[config.mk]
export PLATFORM = sky130hd
export DESIGN_NAME = lsu_mem_ctrl
export DESIGN_NICKNAME = d
export VERILOG_FILES = /design/src/rtl/lsu_mem_ctrl.sv
export SDC_FILE = /design/constraint.sdc
export NUM_CORES = 1
export LEC_CHECK = 0
export CORE_MARGIN = 2
export CORE_UTILIZATION = 40
export CTS_BUF_LIST = sky130_fd_sc_hd__clkbuf_16
export DETAILED_ROUTE_END_ITERATION = 8
export PLACE_DENSITY = 0.71
export SYNTH_ARGS = -nofsm -noshare
export SYNTH_HDL_FRONTEND = slang
export SYNTH_SLANG_ARGS = --single-unit
[constraint.sdc]
create_clock -name i_clk -period 4.4 [get_ports i_clk]
set_clock_uncertainty 0.2 [all_clocks]
set_input_delay 0.44 -clock i_clk [delete_from_list [all_inputs] [get_ports i_clk]]
set_output_delay 0.44 -clock i_clk [all_outputs]
set_load 0.005 [all_outputs]
[src/rtl/lsu_mem_ctrl.sv]
// lsu_mem_ctrl: load/store sequencer between the RV32I load/store stage and a
// byte-masked, word-addressed data memory.
//
// One request is accepted at a time. funct3 is decoded into access size and
// signedness. Memory is always addressed with word-aligned addresses and byte
// lane masks; an access whose bytes cross a word boundary is split into two
// memory accesses (the second word address wraps modulo DEPTH). Load data is
// reassembled, shifted down to bit 0 and sign/zero-extended.
//
// Request handshake: a request transfers on a rising edge where
// i_req_valid && o_req_ready. o_req_ready is high only while idle and not in
// reset. Request fields are latched at transfer. Exactly one o_rsp_valid
// pulse answers each accepted request; a request aborted by reset gets none.
//
// Ports:
//   i_clk, i_reset        clock, synchronous active-high reset
//   i_req_*               request (valid/ready, we, funct3, byte addr, wdata)
//   o_rsp_*               response pulse, extended load data, error flag
//   o_mem_*               word address, lane-shifted wdata, byte mask, wren
//   i_mem_rdata           memory read data, valid one cycle after o_mem_addr
//
// Optional feature macro: LSU_MISALIGN_TRAP_EN. When defined, accesses whose
// offset is not a multiple of their size are rejected with an error and no
// memory access instead of being split.

module lsu_mem_ctrl #(
  parameter int DEPTH  = 32,
  parameter int ADDR_W = $clog2(DEPTH)
) (
  input  logic              i_clk,
  input  logic              i_reset,
  input  logic              i_req_valid,
  output logic              o_req_ready,
  input  logic              i_req_we,
  input  logic [2:0]        i_req_funct3,
  input  logic [ADDR_W-1:0] i_req_addr,
  input  logic [31:0]       i_req_wdata,
  output logic              o_rsp_valid,
  output logic [31:0]       o_rsp_rdata,
  output logic              o_rsp_err,
  output logic [ADDR_W-1:0] o_mem_addr,
  output logic [31:0]       o_mem_wdata,
  output logic [3:0]        o_mem_bmask,
  output logic              o_mem_wren,
  input  logic [31:0]       i_mem_rdata
);

  typedef enum logic [2:0] {
    S_IDLE = 3'd0,
    S_ACC1 = 3'd1,
    S_ACC2 = 3'd2,
    S_WAIT = 3'd3,
    S_RSP  = 3'd4
  } state_t;

  state_t              state_q, state_d;
  logic [1:0]          off_q, off_d;
  logic [2:0]          f3_q, f3_d;
  logic                we_q, we_d;
  logic                split_q, split_d;
  logic [ADDR_W-1:0]   hi_addr_q, hi_addr_d;
  logic [3:0]          hi_mask_q, hi_mask_d;
  logic [31:0]         hi_wdata_q, hi_wdata_d;
  logic [31:0]         lo_q, lo_d;
  logic [ADDR_W-1:0]   mem_addr_q, mem_addr_d;
  logic [31:0]         mem_wdata_q, mem_wdata_d;
  logic [3:0]          mem_bmask_q, mem_bmask_d;
  logic                mem_wren_q, mem_wren_d;
  logic                rsp_valid_q, rsp_valid_d;
  logic                rsp_err_q, rsp_err_d;
  logic [31:0]         rsp_rdata_q, rsp_rdata_d;

  // Request decode and lane math
  logic [1:0]        req_off;
  logic [3:0]        size_mask;
  logic              legal;
  logic              misalign;
  logic [7:0]        mask8;
  logic [63:0]       data64;
  logic [ADDR_W-1:0] w0, w1;

  // Load reassembly
  logic [31:0] hi_word, lo_word, load_word, load_ext;

  always_comb begin
    req_off   = i_req_addr[1:0];
    size_mask = 4'b0000;
    legal     = 1'b0;
    unique case (i_req_funct3)
      3'b000:  begin size_mask = 4'b0001; legal = 1'b1;       end
      3'b001:  begin size_mask = 4'b0011; legal = 1'b1;       end
      3'b010:  begin size_mask = 4'b1111; legal = 1'b1;       end
      3'b100:  begin size_mask = 4'b0001; legal = !i_req_we;  end
      3'b101:  begin size_mask = 4'b0011; legal = !i_req_we;  end
      default: begin size_mask = 4'b0000; legal = 1'b0;       end
    endcase
`ifdef LSU_MISALIGN_TRAP_EN
    misalign = (i_req_funct3[1:0] == 2'b01 && req_off[0]) ||
               (i_req_funct3[1:0] == 2'b10 && req_off != 2'b00);
`else
    misalign = 1'b0;
`endif
    mask8  = {4'b0000, size_mask} << req_off;
    data64 = {32'd0, i_req_wdata} << {req_off, 3'b000};
    w0     = {i_req_addr[ADDR_W-1:2], 2'b00};
    w1     = w0 + ADDR_W'(4);  // natural wrap modulo DEPTH
  end

  always_comb begin
    // Unsplit loads see their only word in WAIT; split loads see the high
    // word in WAIT and the low word was captured in ACC2.
    hi_word   = split_q ? i_mem_rdata : 32'd0;
    lo_word   = split_q ? lo_q : i_mem_rdata;
    load_word = 32'({hi_word, lo_word} >> {off_q, 3'b000});
    unique case (f3_q)
      3'b000:  load_ext = {{24{load_word[7]}}, load_word[7:0]};
      3'b001:  load_ext = {{16{load_word[15]}}, load_word[15:0]};
      3'b100:  load_ext = {24'd0, load_word[7:0]};
      3'b101:  load_ext = {16'd0, load_word[15:0]};
      default: load_ext = load_word;
    endcase
  end

  always_comb begin
    state_d     = state_q;
    off_d       = off_q;
    f3_d        = f3_q;
    we_d        = we_q;
    split_d     = split_q;
    hi_addr_d   = hi_addr_q;
    hi_mask_d   = hi_mask_q;
    hi_wdata_d  = hi_wdata_q;
    lo_d        = lo_q;
    mem_addr_d  = mem_addr_q;
    mem_wdata_d = mem_wdata_q;
    mem_bmask_d = 4'b0000;
    mem_wren_d  = 1'b0;
    rsp_valid_d = 1'b0;
    rsp_err_d   = 1'b0;
    rsp_rdata_d = rsp_rdata_q;

    unique case (state_q)
      S_IDLE: begin
        if (i_req_valid) begin
          off_d      = req_off;
          f3_d       = i_req_funct3;
          we_d       = i_req_we;
          split_d    = |mask8[7:4];
          hi_addr_d  = w1;
          hi_mask_d  = mask8[7:4];
          hi_wdata_d = data64[63:32];
          if (!legal || misalign) begin
            state_d     = S_RSP;
            rsp_valid_d = 1'b1;
            rsp_err_d   = 1'b1;
            rsp_rdata_d = 32'd0;
          end else begin
            state_d     = S_ACC1;
            mem_addr_d  = w0;
            mem_wdata_d = i_req_we ? data64[31:0] : 32'd0;
            mem_bmask_d = i_req_we ? mask8[3:0] : 4'b0000;
            mem_wren_d  = i_req_we;
          end
        end
      end
      S_ACC1: begin
        if (split_q) begin
          state_d     = S_ACC2;
          mem_addr_d  = hi_addr_q;
          mem_wdata_d = we_q ? hi_wdata_q : 32'd0;
          mem_bmask_d = we_q ? hi_mask_q : 4'b0000;
          mem_wren_d  = we_q;
        end else if (we_q) begin
          state_d     = S_RSP;
          rsp_valid_d = 1'b1;
          rsp_rdata_d = 32'd0;
        end else begin
          state_d = S_WAIT;
        end
      end
      S_ACC2: begin
        lo_d = i_mem_rdata;
        if (we_q) begin
          state_d     = S_RSP;
          rsp_valid_d = 1'b1;
          rsp_rdata_d = 32'd0;
        end else begin
          state_d = S_WAIT;
        end
      end
      S_WAIT: begin
        state_d     = S_RSP;
        rsp_valid_d = 1'b1;
        rsp_rdata_d = load_ext;
      end
      S_RSP: begin
        state_d = S_IDLE;
      end
      default: state_d = S_IDLE;
    endcase
  end

  always_ff @(posedge i_clk) begin
    if (i_reset) begin
      state_q     <= S_IDLE;
      off_q       <= 2'b00;
      f3_q        <= 3'b000;
      we_q        <= 1'b0;
      split_q     <= 1'b0;
      hi_addr_q   <= '0;
      hi_mask_q   <= 4'b0000;
      hi_wdata_q  <= 32'd0;
      lo_q        <= 32'd0;
      mem_addr_q  <= '0;
      mem_wdata_q <= 32'd0;
      mem_bmask_q <= 4'b0000;
      mem_wren_q  <= 1'b0;
      rsp_valid_q <= 1'b0;
      rsp_err_q   <= 1'b0;
      rsp_rdata_q <= 32'd0;
    end else begin
      state_q     <= state_d;
      off_q       <= off_d;
      f3_q        <= f3_d;
      we_q        <= we_d;
      split_q     <= split_d;
      hi_addr_q   <= hi_addr_d;
      hi_mask_q   <= hi_mask_d;
      hi_wdata_q  <= hi_wdata_d;
      lo_q        <= lo_d;
      mem_addr_q  <= mem_addr_d;
      mem_wdata_q <= mem_wdata_d;
      mem_bmask_q <= mem_bmask_d;
      mem_wren_q  <= mem_wren_d;
      rsp_valid_q <= rsp_valid_d;
      rsp_err_q   <= rsp_err_d;
      rsp_rdata_q <= rsp_rdata_d;
    end
  end

  // Reset gates the strobe combinationally so a reset cycle never commits.
  assign o_mem_wren  = mem_wren_q && !i_reset;
  assign o_req_ready = (state_q == S_IDLE) && !i_reset;
  assign o_mem_addr  = mem_addr_q;
  assign o_mem_wdata = mem_wdata_q;
  assign o_mem_bmask = mem_bmask_q;
  assign o_rsp_valid = rsp_valid_q;
  assign o_rsp_err   = rsp_err_q;
  assign o_rsp_rdata = rsp_rdata_q;

endmodule
==> flow_summary.ini <==
[run_status]
status = finished clean

[cells_and_area]
nets = 1083
syn_to_final_growth_pct = 29.5
final_layout_size_suffix_gt1_frac = 0.113
nFillCells = 1693

[power_and_ir_drop]
fin_total_pwr_w = 0.00372
power_density_nw_per_um2 = 386
max-vdd-ir-drop_uv = 290
power.leakage_nw = 3.29

[worst_hold_path]
hold_end = o_rsp_rdata[30]
hp-start = o_rsp_rdata[30]
hold_path.class = register to register
hold_depth = 2

[sta]
worst_pin_slew_ns = 1.18
rsz0062_at_grt = no
fin_tns_setup_ns = 0
drv_slew = 0
timing.hold.ws_ns = 0.249
period_needed_ns = 2.90
fmax_mhz = 345
setup_viol = 0
setup_ws_ns = 1.50
finalCritPeriodShare = 0.659
relSlewSlack = 0.212
report.final.hold_viol_count = 0

[place]
place_ws_ns = 1.47
gp_congestion = 0.844
io_buffers = 150
dpl.hpwl_um = 15100

[clocking]
cts_tree = done
root_buffer = clkbuf_16
insertion_delay_ns = 0.42
holdBufCountCts = 0
post_cts_buffers = 0
cts.path.max_buffers = 2
cts-buffers-inserted = 17
path_clk_slew_ns = 0.06
clkSinkCount = 146
ctsHtreeMaxLevel = 4
cts_resized = 0

[floorplanning]
start_util = 0.411
rows = 49
dieHeight_um = 140
design.die.area_sq_um = 19700
core-area_sq_um = 18100
io_pins = 153
die_w_um = 140

[yosys]
ys_ff_latch = 146
netlist_area_sq_um = 7430
synth_cell_types = 59
synthFlopType = dfxtp_1
ys_async_sr_fraction = 0
synth_edf_count = 0
synth-seq-area-share = 0.393
yosys_warnings = 0
synth_cells = 904
syn_area_per_cell_sq_um = 8.22

[route]
routed_wl_um = 22300
drc_errors = 0
first_iter_violations = 673
wl_per_cell_um = 17.9
ant_nets = 0
drt_pass1_iterations = 6
vias = 7133
vias_per_cell = 5.71

[worst_setup_path]
cp-end-kind = register
crit_required_ns = 4.54
cp-startpoint = state_q[0]
slowest_delay_ns = 0.98
critPathKind = register to register
crit_fanout = 28
worstPathArrival_ns = 3.04
r2r-start = state_q[0]
r2r_setup_slack_ns = 1.50
crit_path_top_delay_cell = and2_1
path_delay_family = simple AND/OR/NAND/NOR gates
r2r-end = o_mem_wdata[23]
ff2ff_path_depth = 4
path_cells = nor3b_4, and2_1, a221oi_1, nor3_1
path_buf_inv = 0
startpoint_type = register

[global_routing]
grtUsageTotal = 0.225
grt_max_degree = 78
overflow = 0
grt_pass1_wl_um = 35300
grt_pass1_vias = 6406
antenna_found_initial = 1

[run]
max-cap-violations = 0
[cell usage in the layout (no fill, tap or decap), drive strengths merged, types with 4 or more instances in the layout]
cell and instances:
nand2 163, clkdlybuf4s50 148, dfxtp 146, a21oi 88, nor2 85, o21ai 59, mux2i 40, a221oi 39
nor3 36, mux2 34, nand3 29, clkbuf 17, buf 17, mux4 16, inv 9, or4 8
o211ai 7, clkinv 7, nor2b 6, a211oi 6, a32oi 4, bufinv 4, nor3b 4
[through the flow]
step                utilization  instances  cell area, sq um
floorplan                     -        905              7430
CTS                       0.532       1248              9620
global route              0.532       1249              9620
finish                    0.532       1249              9620
global placement          0.497       1216              8990
detailed placement        0.497       1216              8990
[logic make-up (layout without fill, tap and decap cells)]
kind of cell,after synthesis,in the layout,synth area share
compound gates,227,227,0.190
xor+xnor,1,1,0.00118
fa+ha+maj,1,1,0.00168
buf+inv,89,203,0.0517
flops,146,146,0.393
mux,90,90,0.154
other cells,1,3,0.000505
simple gates,349,349,0.207
[where the power goes]
group          internal, W  switching (W)
Clock             0.000956       0.000592
Sequential         0.00139      0.0000761
Combinational     0.000327       0.000372
[layer usage]
layer  share of wire  GRT usage  wire length (um)  vias up
li1                -          -                 -     3451
met1            0.45      0.332             10100     3345
met2            0.44      0.325              9940      305
met3           0.078     0.0472              1750       32
met4           0.023     0.0803               517        0
met5               0          0                 0        -
[flip-flops by register name (all words and copies together) (netlist names), 2 cells and up]
signal / cells
o_mem_wdata: 32
lo_q: 32
o_mem_addr: 3
hi_addr_q: 3
o_rsp_rdata: 32
hi_mask_q: 3
hi_wdata_q: 24
off_q: 2
f3_q: 3
o_mem_bmask: 4
state_q: 3
[cells in the mapped netlist (7+ instances only)]
cell type,number,area (sq um)
mux2i_1,40,400
dfxtp_1,146,2920
nor3_1,36,180
o21ai_0,46,230
mux2_2,34,383
clkbuf_1,56,210
nand2_1,162,608
a221oi_1,38,333
or4_1,8,60.1
o21ai_1,13,65.1
nor2_1,84,315
a21oi_1,88,440
mux4_2,16,360
nand3_1,29,145
o211ai_1,7,52.6
buf_2,16,80.1
[worst max-delay path by stage]
stage	endpoint	slack [ns]	cells after the start
floorplan	o_mem_wdata[27]	2.39	7
global placement	o_mem_wdata[26]	1.51	7
detailed placement	o_mem_wdata[27]	1.47	7
CTS	o_mem_wdata[19]	1.53	4
global route	o_mem_wdata[13]	1.30	4
finish	o_mem_wdata[23]	1.50	4
[worst reg2reg max path: cells and delay by family, from the launching register on]
kind / cells / cell delay, ns
flops: 1 / 0.70
simple gates: 3 / 1.67
compound gates: 1 / 0.26
[final cells by class]
| cell class | count | area (sq um) | area share |
|---|---|---|---|
| timing repair buffer | 165 | 1610 | 0.167 |
| tap | 229 | 287 | 0.0298 |
| sequential | 146 | 2930 | 0.304 |
| antenna | 1 | 2.50 | 0.000260 |
| multi-input combinational | 670 | 4150 | 0.431 |
| clock buffer | 17 | 425 | 0.0442 |
| inverter | 6 | 22.5 | 0.00234 |
| clock inverter | 15 | 205 | 0.0213 |
No activity file was read; power rests on OpenSTA's default activity.
